## src/rtl/pipe_ctrl_pkg.sv

```systemverilog
// Shared pipeline-control definitions: hold levels, instruction address width, FSM states.
// Consumed by pipe_ctrl, its watchdog and the stage registers that decode hold_flag.
package pipe_ctrl_pkg;

  localparam int unsigned InstAddrBus = 32;
  localparam int unsigned WdogW       = 16;
  localparam int unsigned FlushCntW   = 4;

  typedef logic [InstAddrBus-1:0] inst_addr_t;

  typedef enum logic [2:0] {
    Hold_None = 3'd0,
    Hold_Pc   = 3'd1,
    Hold_If   = 3'd2,
    Hold_Id   = 3'd3
  } hold_e;

  typedef enum logic {
    RUN   = 1'b0,
    FLUSH = 1'b1
  } pipe_state_e;

  function automatic hold_e hold_max(input hold_e a, input hold_e b);
    return (a > b) ? a : b;
  endfunction

endpackage

```

## src/rtl/pipe_ctrl_if.sv

```systemverilog
// Request/control bundle between the hold requesters (ex, rib, clint) and pipe_ctrl.
// Perf counter outputs exist only when PIPE_CTRL_PERF_EN is defined.
interface pipe_ctrl_if;
  import pipe_ctrl_pkg::*;

  logic       jump_flag_i;
  inst_addr_t jump_addr_i;
  logic       hold_flag_ex_i;
  logic       hold_flag_rib_i;
  logic       hold_flag_clint_i;

  logic [2:0] hold_flag_o;
  logic       jump_flag_o;
  inst_addr_t jump_addr_o;
  logic       bus_timeout_o;
  logic       flushing_o;
`ifdef PIPE_CTRL_PERF_EN
  logic [31:0] perf_stall_cnt_o;
  logic [31:0] perf_flush_cnt_o;
`endif

  modport master (
    output jump_flag_i, jump_addr_i, hold_flag_ex_i, hold_flag_rib_i, hold_flag_clint_i,
    input  hold_flag_o, jump_flag_o, jump_addr_o, bus_timeout_o, flushing_o
`ifdef PIPE_CTRL_PERF_EN
    , input perf_stall_cnt_o, perf_flush_cnt_o
`endif
  );

  modport slave (
    input  jump_flag_i, jump_addr_i, hold_flag_ex_i, hold_flag_rib_i, hold_flag_clint_i,
    output hold_flag_o, jump_flag_o, jump_addr_o, bus_timeout_o, flushing_o
`ifdef PIPE_CTRL_PERF_EN
    , output perf_stall_cnt_o, perf_flush_cnt_o
`endif
  );

endinterface

```

## src/rtl/pipe_ctrl_wdog.sv

```systemverilog
// Bus-hold watchdog: counts consecutive held cycles and pulses once per hold
// when the count reaches BUS_TIMEOUT-1; never releases the hold itself.
module pipe_ctrl_wdog
  import pipe_ctrl_pkg::*;
#(
  parameter int unsigned BUS_TIMEOUT = 1024
) (
  input  logic clk,
  input  logic rst,
  input  logic hold_i,
  output logic timeout_o
);

  localparam logic [WdogW-1:0] Limit   = BUS_TIMEOUT[WdogW-1:0];
  localparam logic [WdogW-1:0] LimitM1 = Limit - 16'd1;

  logic [WdogW-1:0] cnt_q;

  // Counter parks at Limit, one past the trigger value, so the pulse fires once per hold.
  always_ff @(posedge clk or negedge rst) begin
    if (!rst) begin
      cnt_q     <= '0;
      timeout_o <= 1'b0;
    end else begin
      timeout_o <= hold_i && (cnt_q == LimitM1);
      if (!hold_i) begin
        cnt_q <= '0;
      end else if (cnt_q != Limit) begin
        cnt_q <= cnt_q + 16'd1;
      end
    end
  end

endmodule

```

## src/rtl/pipe_ctrl.sv

```systemverilog
// Pipeline control: merges ex/rib/clint holds with ex jumps into hold_flag, stretches
// the post-jump flush window, and watches rib holds. Optional PIPE_CTRL_PERF_EN adds perf counters.
module pipe_ctrl
  import pipe_ctrl_pkg::*;
#(
  parameter int unsigned FLUSH_CYCLES = 1,
  parameter int unsigned BUS_TIMEOUT  = 1024
) (
  input  logic            clk,
  input  logic            rst,
  pipe_ctrl_if.slave      ctrl
);

  localparam bit          FlushEn      = (FLUSH_CYCLES > 1);
  localparam int unsigned FlushReloadI = FlushEn ? (FLUSH_CYCLES - 2) : 0;
  localparam logic [FlushCntW-1:0] FlushReload = FlushReloadI[FlushCntW-1:0];

  logic                 out_en_q;
  pipe_state_e          state_q;
  logic [FlushCntW-1:0] flush_cnt_q;
  logic                 jump;
  hold_e                hold;

  // Requests are masked until the first edge after reset release, keeping all outputs idle
  // for that cycle; afterwards the jump path is a pure combinational copy.
  assign jump = ctrl.jump_flag_i & out_en_q;

  always_comb begin
    hold = Hold_None;
    if (ctrl.hold_flag_rib_i && out_en_q) begin
      hold = Hold_Pc;
    end
    if (jump || ((ctrl.hold_flag_ex_i || ctrl.hold_flag_clint_i) && out_en_q) || (state_q == FLUSH)) begin
      hold = hold_max(hold, Hold_Id);
    end
  end

  assign ctrl.hold_flag_o = hold;
  assign ctrl.jump_flag_o = jump;
  assign ctrl.jump_addr_o = jump ? ctrl.jump_addr_i : '0;
  assign ctrl.flushing_o  = (state_q == FLUSH);

  always_ff @(posedge clk or negedge rst) begin
    if (!rst) begin
      out_en_q    <= 1'b0;
      state_q     <= RUN;
      flush_cnt_q <= '0;
    end else begin
      out_en_q <= 1'b1;
      unique case (state_q)
        RUN: begin
          if (jump && FlushEn) begin
            state_q     <= FLUSH;
            flush_cnt_q <= FlushReload;
          end
        end
        FLUSH: begin
          if (jump) begin
            flush_cnt_q <= FlushReload;
          end else if (flush_cnt_q == '0) begin
            state_q <= RUN;
          end else begin
            flush_cnt_q <= flush_cnt_q - 4'd1;
          end
        end
        default: state_q <= RUN;
      endcase
    end
  end

  pipe_ctrl_wdog #(
    .BUS_TIMEOUT(BUS_TIMEOUT)
  ) u_wdog (
    .clk      (clk),
    .rst      (rst),
    .hold_i   (ctrl.hold_flag_rib_i & out_en_q),
    .timeout_o(ctrl.bus_timeout_o)
  );

`ifdef PIPE_CTRL_PERF_EN
  always_ff @(posedge clk or negedge rst) begin
    if (!rst) begin
      ctrl.perf_stall_cnt_o <= '0;
      ctrl.perf_flush_cnt_o <= '0;
    end else begin
      if (hold != Hold_None) begin
        ctrl.perf_stall_cnt_o <= ctrl.perf_stall_cnt_o + 32'd1;
      end
      if (jump) begin
        ctrl.perf_flush_cnt_o <= ctrl.perf_flush_cnt_o + 32'd1;
      end
    end
  end
`endif

endmodule
```

## src/flat_wrapper.sv

```systemverilog
// flat-port wrapper written by rule: the top's interface ports become plain ports
module pipe_ctrl_flat import pipe_ctrl_pkg::*;
#(
  parameter int unsigned FLUSH_CYCLES = 1,
  parameter int unsigned BUS_TIMEOUT  = 1024
)
  (clk, rst, ctrl_jump_flag_i, ctrl_jump_addr_i, ctrl_hold_flag_ex_i, ctrl_hold_flag_rib_i, ctrl_hold_flag_clint_i, ctrl_hold_flag_o, ctrl_jump_flag_o, ctrl_jump_addr_o, ctrl_bus_timeout_o, ctrl_flushing_o);
  pipe_ctrl_if ctrl_i ();
  input  logic clk;
  input  logic rst;
  input wire logic [$bits(ctrl_i.jump_flag_i)-1:0] ctrl_jump_flag_i;
  input wire logic [$bits(ctrl_i.jump_addr_i)-1:0] ctrl_jump_addr_i;
  input wire logic [$bits(ctrl_i.hold_flag_ex_i)-1:0] ctrl_hold_flag_ex_i;
  input wire logic [$bits(ctrl_i.hold_flag_rib_i)-1:0] ctrl_hold_flag_rib_i;
  input wire logic [$bits(ctrl_i.hold_flag_clint_i)-1:0] ctrl_hold_flag_clint_i;
  output wire logic [$bits(ctrl_i.hold_flag_o)-1:0] ctrl_hold_flag_o;
  output wire logic [$bits(ctrl_i.jump_flag_o)-1:0] ctrl_jump_flag_o;
  output wire logic [$bits(ctrl_i.jump_addr_o)-1:0] ctrl_jump_addr_o;
  output wire logic [$bits(ctrl_i.bus_timeout_o)-1:0] ctrl_bus_timeout_o;
  output wire logic [$bits(ctrl_i.flushing_o)-1:0] ctrl_flushing_o;
  assign ctrl_i.jump_flag_i = ctrl_jump_flag_i;
  assign ctrl_i.jump_addr_i = ctrl_jump_addr_i;
  assign ctrl_i.hold_flag_ex_i = ctrl_hold_flag_ex_i;
  assign ctrl_i.hold_flag_rib_i = ctrl_hold_flag_rib_i;
  assign ctrl_i.hold_flag_clint_i = ctrl_hold_flag_clint_i;
  assign ctrl_hold_flag_o = ctrl_i.hold_flag_o;
  assign ctrl_jump_flag_o = ctrl_i.jump_flag_o;
  assign ctrl_jump_addr_o = ctrl_i.jump_addr_o;
  assign ctrl_bus_timeout_o = ctrl_i.bus_timeout_o;
  assign ctrl_flushing_o = ctrl_i.flushing_o;
  pipe_ctrl #(.FLUSH_CYCLES(FLUSH_CYCLES), .BUS_TIMEOUT(BUS_TIMEOUT)) u_core (.clk(clk), .rst(rst), .ctrl(ctrl_i));
endmodule
```

## config.mk

```make
export PLATFORM = sky130hd
export DESIGN_NAME = pipe_ctrl_flat
export DESIGN_NICKNAME = d
export VERILOG_FILES = /design/src/rtl/pipe_ctrl_pkg.sv /design/src/rtl/pipe_ctrl_if.sv /design/src/rtl/pipe_ctrl_wdog.sv /design/src/rtl/pipe_ctrl.sv /design/src/flat_wrapper.sv
export SDC_FILE = /design/constraint.sdc
export NUM_CORES = 1
export LEC_CHECK = 0
export ABC_CLOCK_PERIOD_IN_PS = 3100
export CAP_MARGIN = 20
export CORE_AREA = 2 2 69 71
export CTS_CLUSTER_DIAMETER = 80
export CTS_CLUSTER_SIZE = 40
export DETAILED_ROUTE_END_ITERATION = 8
export DIE_AREA = 0 0 71 73
export PLACE_DENSITY_LB_ADDON = 0.05
export SKIP_CTS_REPAIR_TIMING = 1
export SLEW_MARGIN = 15
export SYNTH_ARGS = -nofsm -noshare
export SYNTH_HDL_FRONTEND = slang
export SYNTH_SLANG_ARGS = --single-unit
```

## constraint.sdc

```tcl
create_clock -name clk -period 3.1 [get_ports clk]
set_clock_uncertainty 0.2 [all_clocks]
set_input_delay 0.62 -clock clk [delete_from_list [all_inputs] [get_ports clk]]
set_output_delay 0.62 -clock clk [all_outputs]
set_load 0.02 [all_outputs]
```

# Yosys cells after proc, flatten, opt, wreduce, memory -nomap -nowiden
# Index checks and enable logic that the tools add are counted.
word_totals:
  ff_bits: 23
  mem_bits_rw: 0
  out_inout_bits: 38
  mem_bits_ro: 0
  latchBits: 0
  input_bits: 38
  mem_count: 0
op_classes:
  add_sub_neg: 2
  n_reduce_logical: 8
  n_shift: 0
  div: 0
  eq_ne: 4
  muxes: 11
  bitwise_logic: 2
  n_mul: 0
  order_cmp: 1
ops:
  columns: ["op", "n"]
  rows:
  - ["2-to-1 mux 16 bit", 2]
  - ["2-to-1 mux 32 bit", 1]
  - ["adder 16 x 1 -> 16 bit, second input constant", 1]
  - ["equality test 16 x 10 -> 1 bit, second input constant", 1]
  - ["inequality test 16 x 11 -> 1 bit, second input constant", 1]
  - ["2-to-1 mux 4 bit", 2]
  - ["2-to-1 mux 3 bit", 2]
  - ["zero test 4 bit", 1]
  - ["2-to-1 mux 1 bit", 4]
  - ["inequality test 2 x 1 -> 1 bit, second input constant", 2]
  - ["subtractor 4 x 1 -> 4 bit, second input constant", 1]
  - ["> comparator 3 x 2 -> 1 bit, second input constant", 1]
  - ["logical AND 1 bit", 3]
  - ["logical OR 1 bit", 3]
  - ["bitwise AND 1 bit", 2]
  - ["AND reduction 2 bit", 1]

# Depth between registers and ports, before layout
# Gate-level depths: netlist (run 1).
depth:
  depth_word: 5
  depth_mapped: 6
  depth_no_buf: 5

# Modules after synthesis
# A second synthesis (run 1) with hierarchy kept.
unflattened:
  cells_unflattened: 156
  hier_area_um2: 1423.9
by_module_without_submodules:
  columns: ["module", "area_per_inst_um2", "seq_area_each_um2", "n_inst", "cells_each"]
  rows:
  - ["pipe_ctrl_wdog", 875.8, 425.4, 1, 88]
  - ["pipe_ctrl", 548.0, 150.1, 1, 68]

# Worst setup path before layout (run 1)
# Ideal clock, no wire load.
synth_timing:
  kind: "input port to output port"
  from: "input ctrl_hold_flag_clint_i"
  to: "output ctrl_hold_flag_o[0]"
  stages: 3
  slack_ns: 0.980
  arrival_ns: 1.300
  n_path_buf: 0
  cell_sequence: "o31ai_1 > nand2b_1 > nand2b_1"
synth_via:
  elab_chain_len: 5
synth_lines:
  columns: ["item", "line_no", "text"]
  rows:
  - ["from (decl)", "flat_wrapper.sv:15", "input wire logic [$bits(ctrl_i.hold_flag_clint_i)-1:0] ctrl_hold_flag_clint_i;"]
  - ["logical OR 1 bit", "pipe_ctrl.sv:33", "if (jump || ((ctrl.hold_flag_ex_i || ctrl.hold_flag_clint_i) && out_en_q) || (state_q == FLUSH)) begin"]
  - ["logical AND 1 bit", "pipe_ctrl.sv:33", null]
  - ["logical OR 1 bit (2 in a row)", "pipe_ctrl.sv:33", null]
  - ["2-to-1 mux 3 bit", "pipe_ctrl.sv:33", null]
  - ["to (decl)", "flat_wrapper.sv:16", "output wire logic [$bits(ctrl_i.hold_flag_o)-1:0] ctrl_hold_flag_o;"]
# Every way passes these cells.

# Worst setup path after layout (run 1)
layout_timing:
  from: "input ctrl_jump_flag_i"
  to: "output ctrl_jump_addr_o[13]"
layout_via:
  elab_chain_len: 2
layout_lines:
  columns: ["item", "line_no", "text"]
  rows:
  - ["from (decl)", "flat_wrapper.sv:11", "input wire logic [$bits(ctrl_i.jump_flag_i)-1:0] ctrl_jump_flag_i;"]
  - ["bitwise AND 1 bit", "pipe_ctrl.sv:26", "assign jump = ctrl.jump_flag_i & out_en_q;"]
  - ["2-to-1 mux 32 bit", "pipe_ctrl.sv:40", "assign ctrl.jump_addr_o = jump ? ctrl.jump_addr_i : '0;"]
  - ["to (decl)", "flat_wrapper.sv:18", "output wire logic [$bits(ctrl_i.jump_addr_o)-1:0] ctrl_jump_addr_o;"]
# Every way passes these cells.

==> results.py, run 1 <==
metrics = {
    "timing": {
        "slew_headroom_pct": 64.23,
        "setup_tns_ns": 0,
        "report.final.slew_viol_count": 0,
        "finalSetupViolations": 0,
        "finalCriticalPeriod_ns": 2.972,
        "finalHoldViolCount": 0,
        "grt_setup_unrepaired": "false",
        "min_period_over_period_pct": 95.86,
        "max_freq_ghz": 0.3365,
        "tightest_slew_ns": 0.5366,
    },
    "pwr": {
        "p_leak_nw": 1.002,
        "worst_ir_drop_vdd_mv": 0.1624,
        "finalPower_uw": 647.5,
        "power.density_nw_per_um2": 277.3,
    },
    "floorplan": {
        "die_h_um": 73,
        "coreArea_um2": 4536,
        "initial_utilization_pct": 33.30,
        "ios": 76,
        "dieWidth_um": 71,
        "rows": 25,
        "dieArea_um2": 5183,
    },
    "final_layout": {
        "fillers": 404,
        "multi_input_area_um2": 835.8,
        "area_growth_pct": 54.60,
        "layout.nets": 282,
        "final_layout_size_suffix_gt1_share_pct": 5.000,
        "mostFrequentLayoutCells": "clkdlybuf4s50_1, and3_1, dfrtp_1",
        "fin_area_um2": 2335,
        "antenna_cells": 0,
        "fin_util_pct": 51.48,
        "seqCellArea_um2": 575.6,
        "layout_commonest_cell": "clkdlybuf4s50_1",
    },
    "global_route": {
        "grt_pass1_wl_mm": 6.665,
        "grt_max_degree": 33,
        "grt_pass1_vias": 1479,
        "antenna_found_initial": 0,
        "grtUsageTotal_pct": 16.00,
        "globalRoute.totalOverflow": 0,
    },
    "min_path": {
        "min_path_type": "flop to flop",
    },
    "placed_design": {
        "dp_hpwl_mm": 3.144,
        "routabilityCongestion": 0.7856,
        "port_buffers": 74,
        "placed_cell_area_um2": 2288,
    },
    "synthesis": {
        "ys_seq_area_share_pct": 38.11,
        "yosys.area.top_type": "dfrtp_1",
        "yosys_warnings": 0,
        "synth.avg_cell_area_um2": 8.780,
        "synth_top_area_share_pct": 38.11,
        "syn_inst": 172,
        "synth_cell_type_count": 36,
        "syn-num-nets": 213,
        "synth_area_um2": 1510,
        "synth_edf_count": 0,
        "synth_seq_cells": 23,
        "synth_area_leaders": "dfrtp_1, and3_1, mux2i_1",
        "synth-async-reset-ratio_pct": 100.0,
        "synthFlopType": "dfrtp_1",
    },
    "routing": {
        "highest_layer": "met4",
        "via_per_inst": 5.204,
        "dr_wl_met2_mm": 1.889,
        "dr_total_vias": 1530,
        "drt-total-wl_mm": 4.043,
        "drt_iter0_drc": 76,
        "met3WireLength_um": 406,
        "ant_nets": 0,
        "avgRoutedWirePerCell_um": 13.75,
        "firstDrtPassIters": 4,
        "drc": 0,
        "wl_met1_mm": 1.686,
    },
    "flow_run": {
        "cap_violations": 0,
    },
    "worst_setup_path": {
        "path_max_fanout": 32,
        "arrival_ns": 2.15,
        "critPathTopFamily": "buffers and inverters",
        "endpoint_kind": "output port",
        "crit_type": "input pin to output port",
        "crit_top_cell": "clkdlybuf4s50_1",
        "crit_path_start_kind": "input pin",
        "path_cells": "clkdlybuf4s50_1 -> buf_12 -> and3_1 -> clkdlybuf4s50_1",
        "worst-path-buf-inv": 3,
        "crit_path_top_delay_cell": "clkdlybuf4s50_1",
        "worst_path_largest_cell_delay_ns": 0.63,
        "worst_ep_required_time_ns": 2.28,
    },
    "clock_tree": {
        "cts_htree_levels": 1,
        "tritoncts": "yes",
        "numCtsBuffers": 3,
        "clock-sinks": 23,
        "insertion_delay_ns": 0.27,
        "cts.path.max_buffers": 2,
        "clk_pin_slew_ns": 0.07,
        "root_buffer": "clkbuf_8",
    },
    "run_status": {
        "status": "finished, final reports clean",
    },
}
==> state kept, by name, summed over array words and instances, names as in the netlist <==
register	cells
u_core.u_wdog.timeout_o	1
u_core.u_wdog.cnt_q	16
u_core.out_en_q	1
u_core.ctrl.flushing_o	1
u_core.flush_cnt_q	4
==> stage by stage <==
| step | hold WS [ns] | cells | setup slack, ns |
|---|---|---|---|
| 6_report | 0.3532 | 294 | 0.1282 |
| 5_1_grt | 0.3742 | 294 | 0.05563 |
| 4_1_cts | 0.3577 | 294 | 0.1093 |
| 3_5_place_dp | 0.3391 | 290 | 0.1169 |
| 3_3_place_gp | 0.3324 | 290 | 0.1248 |
| 2_1_floorplan | 0.1244 | 172 | 0.9796 |
==> synthesized netlist by cell type, types with 3 or more instances <==
library cell	n
inv_1	7
dfrtp_1	23
nand4_1	5
or3_1	4
mux2i_1	7
clkbuf_1	10
and3_1	32
nor4_1	5
a21oi_1	5
ha_1	3
nor2_1	6
nand3_1	5
nand2b_1	9
nand2_1	14
nor3_1	3
o21ai_0	5
o31ai_1	3
==> worst paths after layout <==
kind / slack [ns] / cells past startpoint / startpoint / end
max: 0.13 / 4 / ctrl_jump_flag_i / ctrl_jump_addr_o[13]
min: 0.35 / 1 / u_core.flush_cnt_q[1] / u_core.flush_cnt_q[1]
min reg2reg: 0.35 / 1 / u_core.flush_cnt_q[1] / u_core.flush_cnt_q[1]
max in group asynchronous: 1.97 / 2 / rst / u_core.out_en_q
min in group asynchronous: 0.50 / 2 / rst / u_core.u_wdog.cnt_q[14]
max reg2reg: 1.11 / 4 / u_core.out_en_q / u_core.u_wdog.cnt_q[11]
==> power by group <==
| group | internal [mW] | total (mW) | leakage (nW) | switching [mW] |
|---|---|---|---|---|
| Sequential | 0.302 | 0.305 | 0.318 | 0.00373 |
| Combinational | 0.0894 | 0.156 | 0.658 | 0.0662 |
| Clock | 0.0898 | 0.187 | 0.0255 | 0.0967 |
==> per-layer routing <==
| metal | vias up | GRT usage, % |
|---|---|---|
| met5 | - | 0 |
| met4 | 0 | 5.660 |
| met3 | 5 | 5.939 |
| met2 | 71 | 26.58 |
| met1 | 701 | 19.06 |
| li1 | 753 | - |
==> area by class of cell <==
cell class,instances,share of cell area (%)
clock buffer,3,1.768
clock inverter,1,0.2144
inverter,7,1.125
multi-input combinational,128,35.80
sequential,23,24.65
tap,54,2.894
timing repair buffer,78,33.55
==> kinds of logic after synthesis <==
kind of cell    synth area share, %
xor+xnor                      1.160
buf+inv                       6.545
compound gates                9.113
other cells                  0.4973
flops                         38.11
simple gates                  35.46
mux                           6.628
fa+ha+maj                     2.486
Note: power is estimated with default switching activity, not from simulation.
==> run 2: changes to the inputs <==
- CELL_PAD_IN_SITES_DETAIL_PLACEMENT: unset -> 0
- CELL_PAD_IN_SITES_GLOBAL_PLACEMENT: unset -> 1
- CORE_AREA: 2 2 69 71 -> 2 2 74 76
- DIE_AREA: 0 0 71 73 -> 0 0 76 78
==> run 2 against run 1 <==
Effect of this change: non-clock buffer count unchanged; design area grew 0.96%; worst hold slack better by 0.013 ns; first-iteration DRC count up 51%.
==> results.py, run 2 (synthesis gave the netlist of run 1 again) <==
metrics = {
    "run_status": {
        "status": "finished, final reports clean",
    },
    "timing": {
        "report.final.slew_viol_count": 0,
        "finalHoldViolCount": 0,
        "min_period_over_period_pct": 94.32,
        "setup_tns_ns": 0,
        "slew_headroom_pct": 62.84,
        "tightest_slew_ns": 0.5574,
        "finalSetupViolations": 0,
        "finalCriticalPeriod_ns": 2.924,
        "max_freq_ghz": 0.3420,
        "grt_setup_unrepaired": "false",
    },
    "flow_run": {
        "cap_violations": 0,
    },
    "worst_setup_path": {
        "endpoint_kind": "output port",
        "crit_top_cell": "clkdlybuf4s50_1",
        "arrival_ns": 2.10,
        "crit_path_start_kind": "input pin",
        "ff2ff_path_depth": 4,
        "crit_path_top_delay_cell": "clkdlybuf4s50_1",
        "reg2reg_from": "u_core.u_wdog.cnt_q[1]",
        "worst_path_largest_cell_delay_ns": 0.61,
        "r2r-end": "u_core.u_wdog.cnt_q[8]",
        "startpoint": "ctrl_jump_flag_i",
        "path_cells": "clkdlybuf4s50_1 -> buf_12 -> and2_4 -> clkdlybuf4s50_1",
        "crit_type": "input pin to output port",
        "path_max_fanout": 34,
        "worst_ep_required_time_ns": 2.28,
        "ff2ff_setup_slack_ns": 1.24,
    },
    "min_path": {
        "min_path_type": "flop to flop",
        "whs_endpoint": "u_core.flush_cnt_q[1]",
        "worstHoldStart": "u_core.flush_cnt_q[1]",
        "whs_path_depth": 1,
    },
    "routing": {
        "via_per_inst": 5.003,
        "avgRoutedWirePerCell_um": 13.43,
        "ant_nets": 0,
        "drt_iter0_drc": 115,
        "drc": 0,
        "drt-total-wl_mm": 4.162,
        "firstDrtPassIters": 4,
        "dr_total_vias": 1551,
    },
    "final_layout": {
        "largest_registers": "u_core.u_wdog.cnt_q x16, u_core.flush_cnt_q x4",
        "largest_reg_flops": 16,
        "final_layout_size_suffix_gt1_share_pct": 5.000,
        "layout.nets": 282,
        "area_growth_pct": 56.09,
        "regMostFlops": "u_core.u_wdog.cnt_q",
        "layout_commonest_cell": "clkdlybuf4s50_1",
        "antenna_cells": 0,
        "mostFrequentLayoutCells": "clkdlybuf4s50_1, and3_1, dfrtp_1",
    },
    "clock_tree": {
        "root_buffer": "clkbuf_8",
        "cts_htree_levels": 1,
        "insertion_delay_ns": 0.26,
        "clock-sinks": 23,
        "numCtsBuffers": 3,
        "cts.path.max_buffers": 2,
        "tritoncts": "yes",
        "clk_pin_slew_ns": 0.08,
    },
    "floorplan": {
        "dieWidth_um": 76,
        "rows": 26,
        "die_h_um": 78,
        "dieArea_um2": 5928,
        "initial_utilization_pct": 29.95,
        "ios": 76,
        "coreArea_um2": 5042,
    },
    "global_route": {
        "globalRoute.totalOverflow": 0,
        "grt_pass1_vias": 1627,
        "grt_pass1_wl_mm": 7.031,
        "grtUsageTotal_pct": 14.42,
        "grt_max_degree": 35,
        "antenna_found_initial": 0,
    },
    "pwr": {
        "worst_ir_drop_vdd_mv": 0.1401,
        "power.density_nw_per_um2": 273.1,
        "finalPower_uw": 643.8,
        "p_leak_nw": 1.010,
    },
    "placed_design": {
        "dp_hpwl_mm": 3.270,
        "routabilityCongestion": 0.8216,
        "port_buffers": 74,
    },
}
==> run 2: cell types whose count changed in the layout (fill, tap and decap cells not counted) <==
cell	previous run	this run
clkdlybuf4s50_1	74	73
dlymetal6s2s_1	0	1
==> run 2: worst max-delay path, delay by kind of cell <==
family                 cells  cell delay (ns)
buffers and inverters      3             1.29
AND/OR/NAND/NOR            1             0.19
==> run 2: worst max-delay path by stage <==
| stage | to | slack [ns] | cells after the start |
|---|---|---|---|
| 2_1_floorplan | ctrl_hold_flag_o[0] | 0.98 | 3 |
| 3_3_place_gp | ctrl_hold_flag_o[0] | 0.08 | 6 |
| 3_5_place_dp | ctrl_hold_flag_o[0] | 0.06 | 6 |
| 4_1_cts | ctrl_hold_flag_o[0] | 0.05 | 6 |
| 5_1_grt | ctrl_hold_flag_o[1] | 0.09 | 5 |
| 6_report | ctrl_jump_flag_o | 0.18 | 4 |
==> run 2: cell type report <==
class | count | area [um^2]
fillers | 491 | 2685
multi-input cells | 128 | 835.8
repair buffers | 78 | 785.8
flip-flops and latches | 23 | 575.6
well taps | 70 | 87.58
clock buffers | 3 | 41.29
inverters | 7 | 26.28
clock inverters | 1 | 5.005
==> run 2: through the flow <==
| step | hold slack (ns) | instances | util [%] | area [um^2] | setup WS (ns) |
|---|---|---|---|---|---|
| finish | 0.3666 | 310 | 46.75 | 2357 | 0.1760 |
| global route | 0.3875 | 310 | 46.75 | 2357 | 0.09110 |
| CTS | 0.3655 | 310 | 46.70 | 2355 | 0.04728 |
| detailed placement | 0.3381 | 306 | 45.78 | 2308 | 0.05798 |
| global placement | 0.3263 | 306 | 45.78 | 2308 | 0.08154 |
| floorplan | 0.1244 | 172 | - | 1510 | 0.9796 |
==> run 2: power by group <==
group	total [mW]	internal, mW	switching (mW)
clock network	0.183	0.0895	0.0930
registers	0.305	0.302	0.00370
logic	0.156	0.0893	0.0667
total	0.644	0.480	0.163
==> run 2: per-layer routing <==
metal | GRT usage (%) | wire, um | vias to the layer above
met5 | 0 | 0 | -
met4 | 5.636 | 46 | 0
met3 | 5.930 | 464 | 4
met2 | 25.45 | 1921 | 78
met1 | 15.41 | 1729 | 720
li1 | - | - | 749
==> run 3: changes to the inputs <==
- RECOVER_POWER: unset -> 100
==> run 3 against run 2 <==
Effect of this change: worst hold slack got worse by 0.012 ns; fmax decreased by 2.1%; flip-flop and latch count unchanged; first-iteration DRC count increased by 0.87%; critical path type unchanged; critical endpoint unchanged; largest power group unchanged.
==> results.py, run 3 (synthesis gave the netlist of run 1 again) <==
metrics = {
    "run_status": {
        "status": "finished, final reports clean",
    },
    "min_path": {
        "min_path_type": "flop to flop",
    },
    "pwr": {
        "p_clk_share_pct": 28.8,
        "p_switching_uw": 162.4,
        "p_leak_nw": 1.098,
        "worst_ir_drop_vdd_mv": 0.1435,
        "power.density_nw_per_um2": 272.2,
        "p_seq_share_pct": 48.2,
        "internal_power_uw": 471.4,
        "swShare_pct": 25.63,
        "combPwrFrac_pct": 23.0,
    },
    "routing": {
        "dr_total_vias": 1541,
        "drt-total-wl_mm": 4.160,
        "highest_layer": "met4",
        "met3WireLength_um": 460,
        "drt_iter0_drc": 116,
        "wl_met1_mm": 1.726,
        "ant_nets": 0,
        "dr_wl_met2_mm": 1.937,
        "avgRoutedWirePerCell_um": 13.42,
        "via_per_inst": 4.971,
        "drc": 0,
        "firstDrtPassIters": 4,
    },
    "timing": {
        "tightest_slew_ns": 1.244,
        "finalCriticalPeriod_ns": 2.987,
        "slew_headroom_pct": 17.09,
        "min_period_over_period_pct": 96.37,
        "max_freq_ghz": 0.3347,
        "finalSetupViolations": 0,
        "report.final.slew_viol_count": 0,
        "setup_ws_ns": 0.1126,
        "setup_tns_ns": 0,
        "finalHoldViolCount": 0,
        "grt_setup_unrepaired": "false",
    },
    "final_layout": {
        "final_layout_size_suffix_gt1_share_pct": 3.750,
        "area_growth_pct": 54.18,
        "regMostFlops": "u_core.u_wdog.cnt_q",
        "antenna_cells": 0,
        "layout.nets": 282,
        "largest_registers": "u_core.u_wdog.cnt_q x16, u_core.flush_cnt_q x4",
        "largest_reg_flops": 16,
        "layout_commonest_cell": "dlygate4sd3_1",
        "mostFrequentLayoutCells": "dlygate4sd3_1, clkdlybuf4s50_1, and3_1",
    },
    "clock_tree": {
        "cts.path.max_buffers": 2,
        "cts_htree_levels": 1,
        "clk_pin_slew_ns": 0.08,
        "numCtsBuffers": 3,
        "clock-sinks": 23,
        "tritoncts": "yes",
        "insertion_delay_ns": 0.26,
        "root_buffer": "clkbuf_8",
    },
    "global_route": {
        "grt_pass1_vias": 1627,
        "antenna_found_initial": 0,
        "grt_max_degree": 35,
        "grt_pass1_wl_mm": 7.031,
        "globalRoute.totalOverflow": 0,
        "grtUsageTotal_pct": 14.42,
    },
    "worst_setup_path": {
        "arrival_ns": 2.17,
        "endpoint_kind": "output port",
        "crit_type": "input pin to output port",
        "path_max_fanout": 34,
        "worst_ep_required_time_ns": 2.28,
        "crit_path_start_kind": "input pin",
    },
    "placed_design": {
        "dp_hpwl_mm": 3.270,
        "routabilityCongestion": 0.8216,
        "post-place-ws_ns": 0.05798,
        "port_buffers": 74,
    },
    "floorplan": {
        "rows": 26,
        "coreArea_um2": 5042,
        "ios": 76,
        "initial_utilization_pct": 29.95,
        "dieArea_um2": 5928,
        "dieWidth_um": 76,
        "die_h_um": 78,
    },
    "flow_run": {
        "cap_violations": 0,
    },
}
==> run 3: changes by cell type in the layout (fill, tap and decap cells not counted), sizes merged <==
| cell | previous run | this run |
|---|---|---|
| clkdlybuf4s50 | 73 | 36 |
| dlygate4sd3 | 0 | 37 |
| dlymetal6s2s | 1 | 0 |
| clkbuf | 3 | 6 |
| buf | 4 | 2 |
==> run 3: area by class of cell <==
class | count | area [um^2]
Fill cell | 502 | 2714
Clock inverter | 1 | 5.005
Clock buffer | 3 | 41.29
Inverter | 7 | 26.28
Timing Repair Buffer | 78 | 769.5
Tap cell | 70 | 87.58
Multi-Input combinational cell | 128 | 823.3
Sequential cell | 23 | 575.6
==> run 3: final timing paths <==
kind,cells after the start,slack (ns),endpoint,start
hold reg to reg,1,0.35,u_core.flush_cnt_q[2],u_core.flush_cnt_q[2]
setup / recovery,4,0.11,ctrl_jump_flag_o,ctrl_jump_flag_i
min in group asynchronous,2,0.94,u_core.u_wdog.cnt_q[7],rst
max in group asynchronous,2,1.03,u_core.u_wdog.timeout_o,rst
setup reg to reg,3,1.15,u_core.u_wdog.cnt_q[11],u_core.out_en_q
hold / removal,1,0.35,u_core.flush_cnt_q[2],u_core.flush_cnt_q[2]
==> run 3: stage by stage <==
stage / cells / instance area [um^2] / power (mW) / hold slack (ns) / util, %
finish: 310 / 2328 / 0.6338 / 0.3547 / 46.18
global placement: 306 / 2308 / 0.4674 / 0.3263 / 45.78
floorplan: 172 / 1510 / 0.3725 / 0.1244 / -
detailed placement: 306 / 2308 / 0.4693 / 0.3381 / 45.78
global route: 310 / 2328 / 0.6717 / 0.3801 / 46.18
CTS: 310 / 2355 / 0.6556 / 0.3655 / 46.70
==> run 3: critical path, stage by stage <==
cell and delay, ns:
clkdlybuf4s50_1 0.51, buf_12 0.17, and2_4 0.19, dlygate4sd3_1 0.68
==> run 3: power groups by stage <==
stage          Clock, mW  Sequential, mW  Combinational (mW)
6_report           0.183           0.305               0.146
5_1_grt            0.207           0.306               0.159
4_1_cts            0.192           0.305               0.159
3_5_place_dp           0           0.311               0.158
3_3_place_gp           0           0.311               0.156
2_1_floorplan          0           0.309              0.0634
==> run 3: metal layers <==
| layer | GRT usage (%) | up-vias |
|---|---|---|
| met5 | 0 | - |
| met4 | 5.636 | 0 |
| met3 | 5.930 | 2 |
| met2 | 25.45 | 71 |
| met1 | 15.41 | 718 |
| li1 | - | 750 |
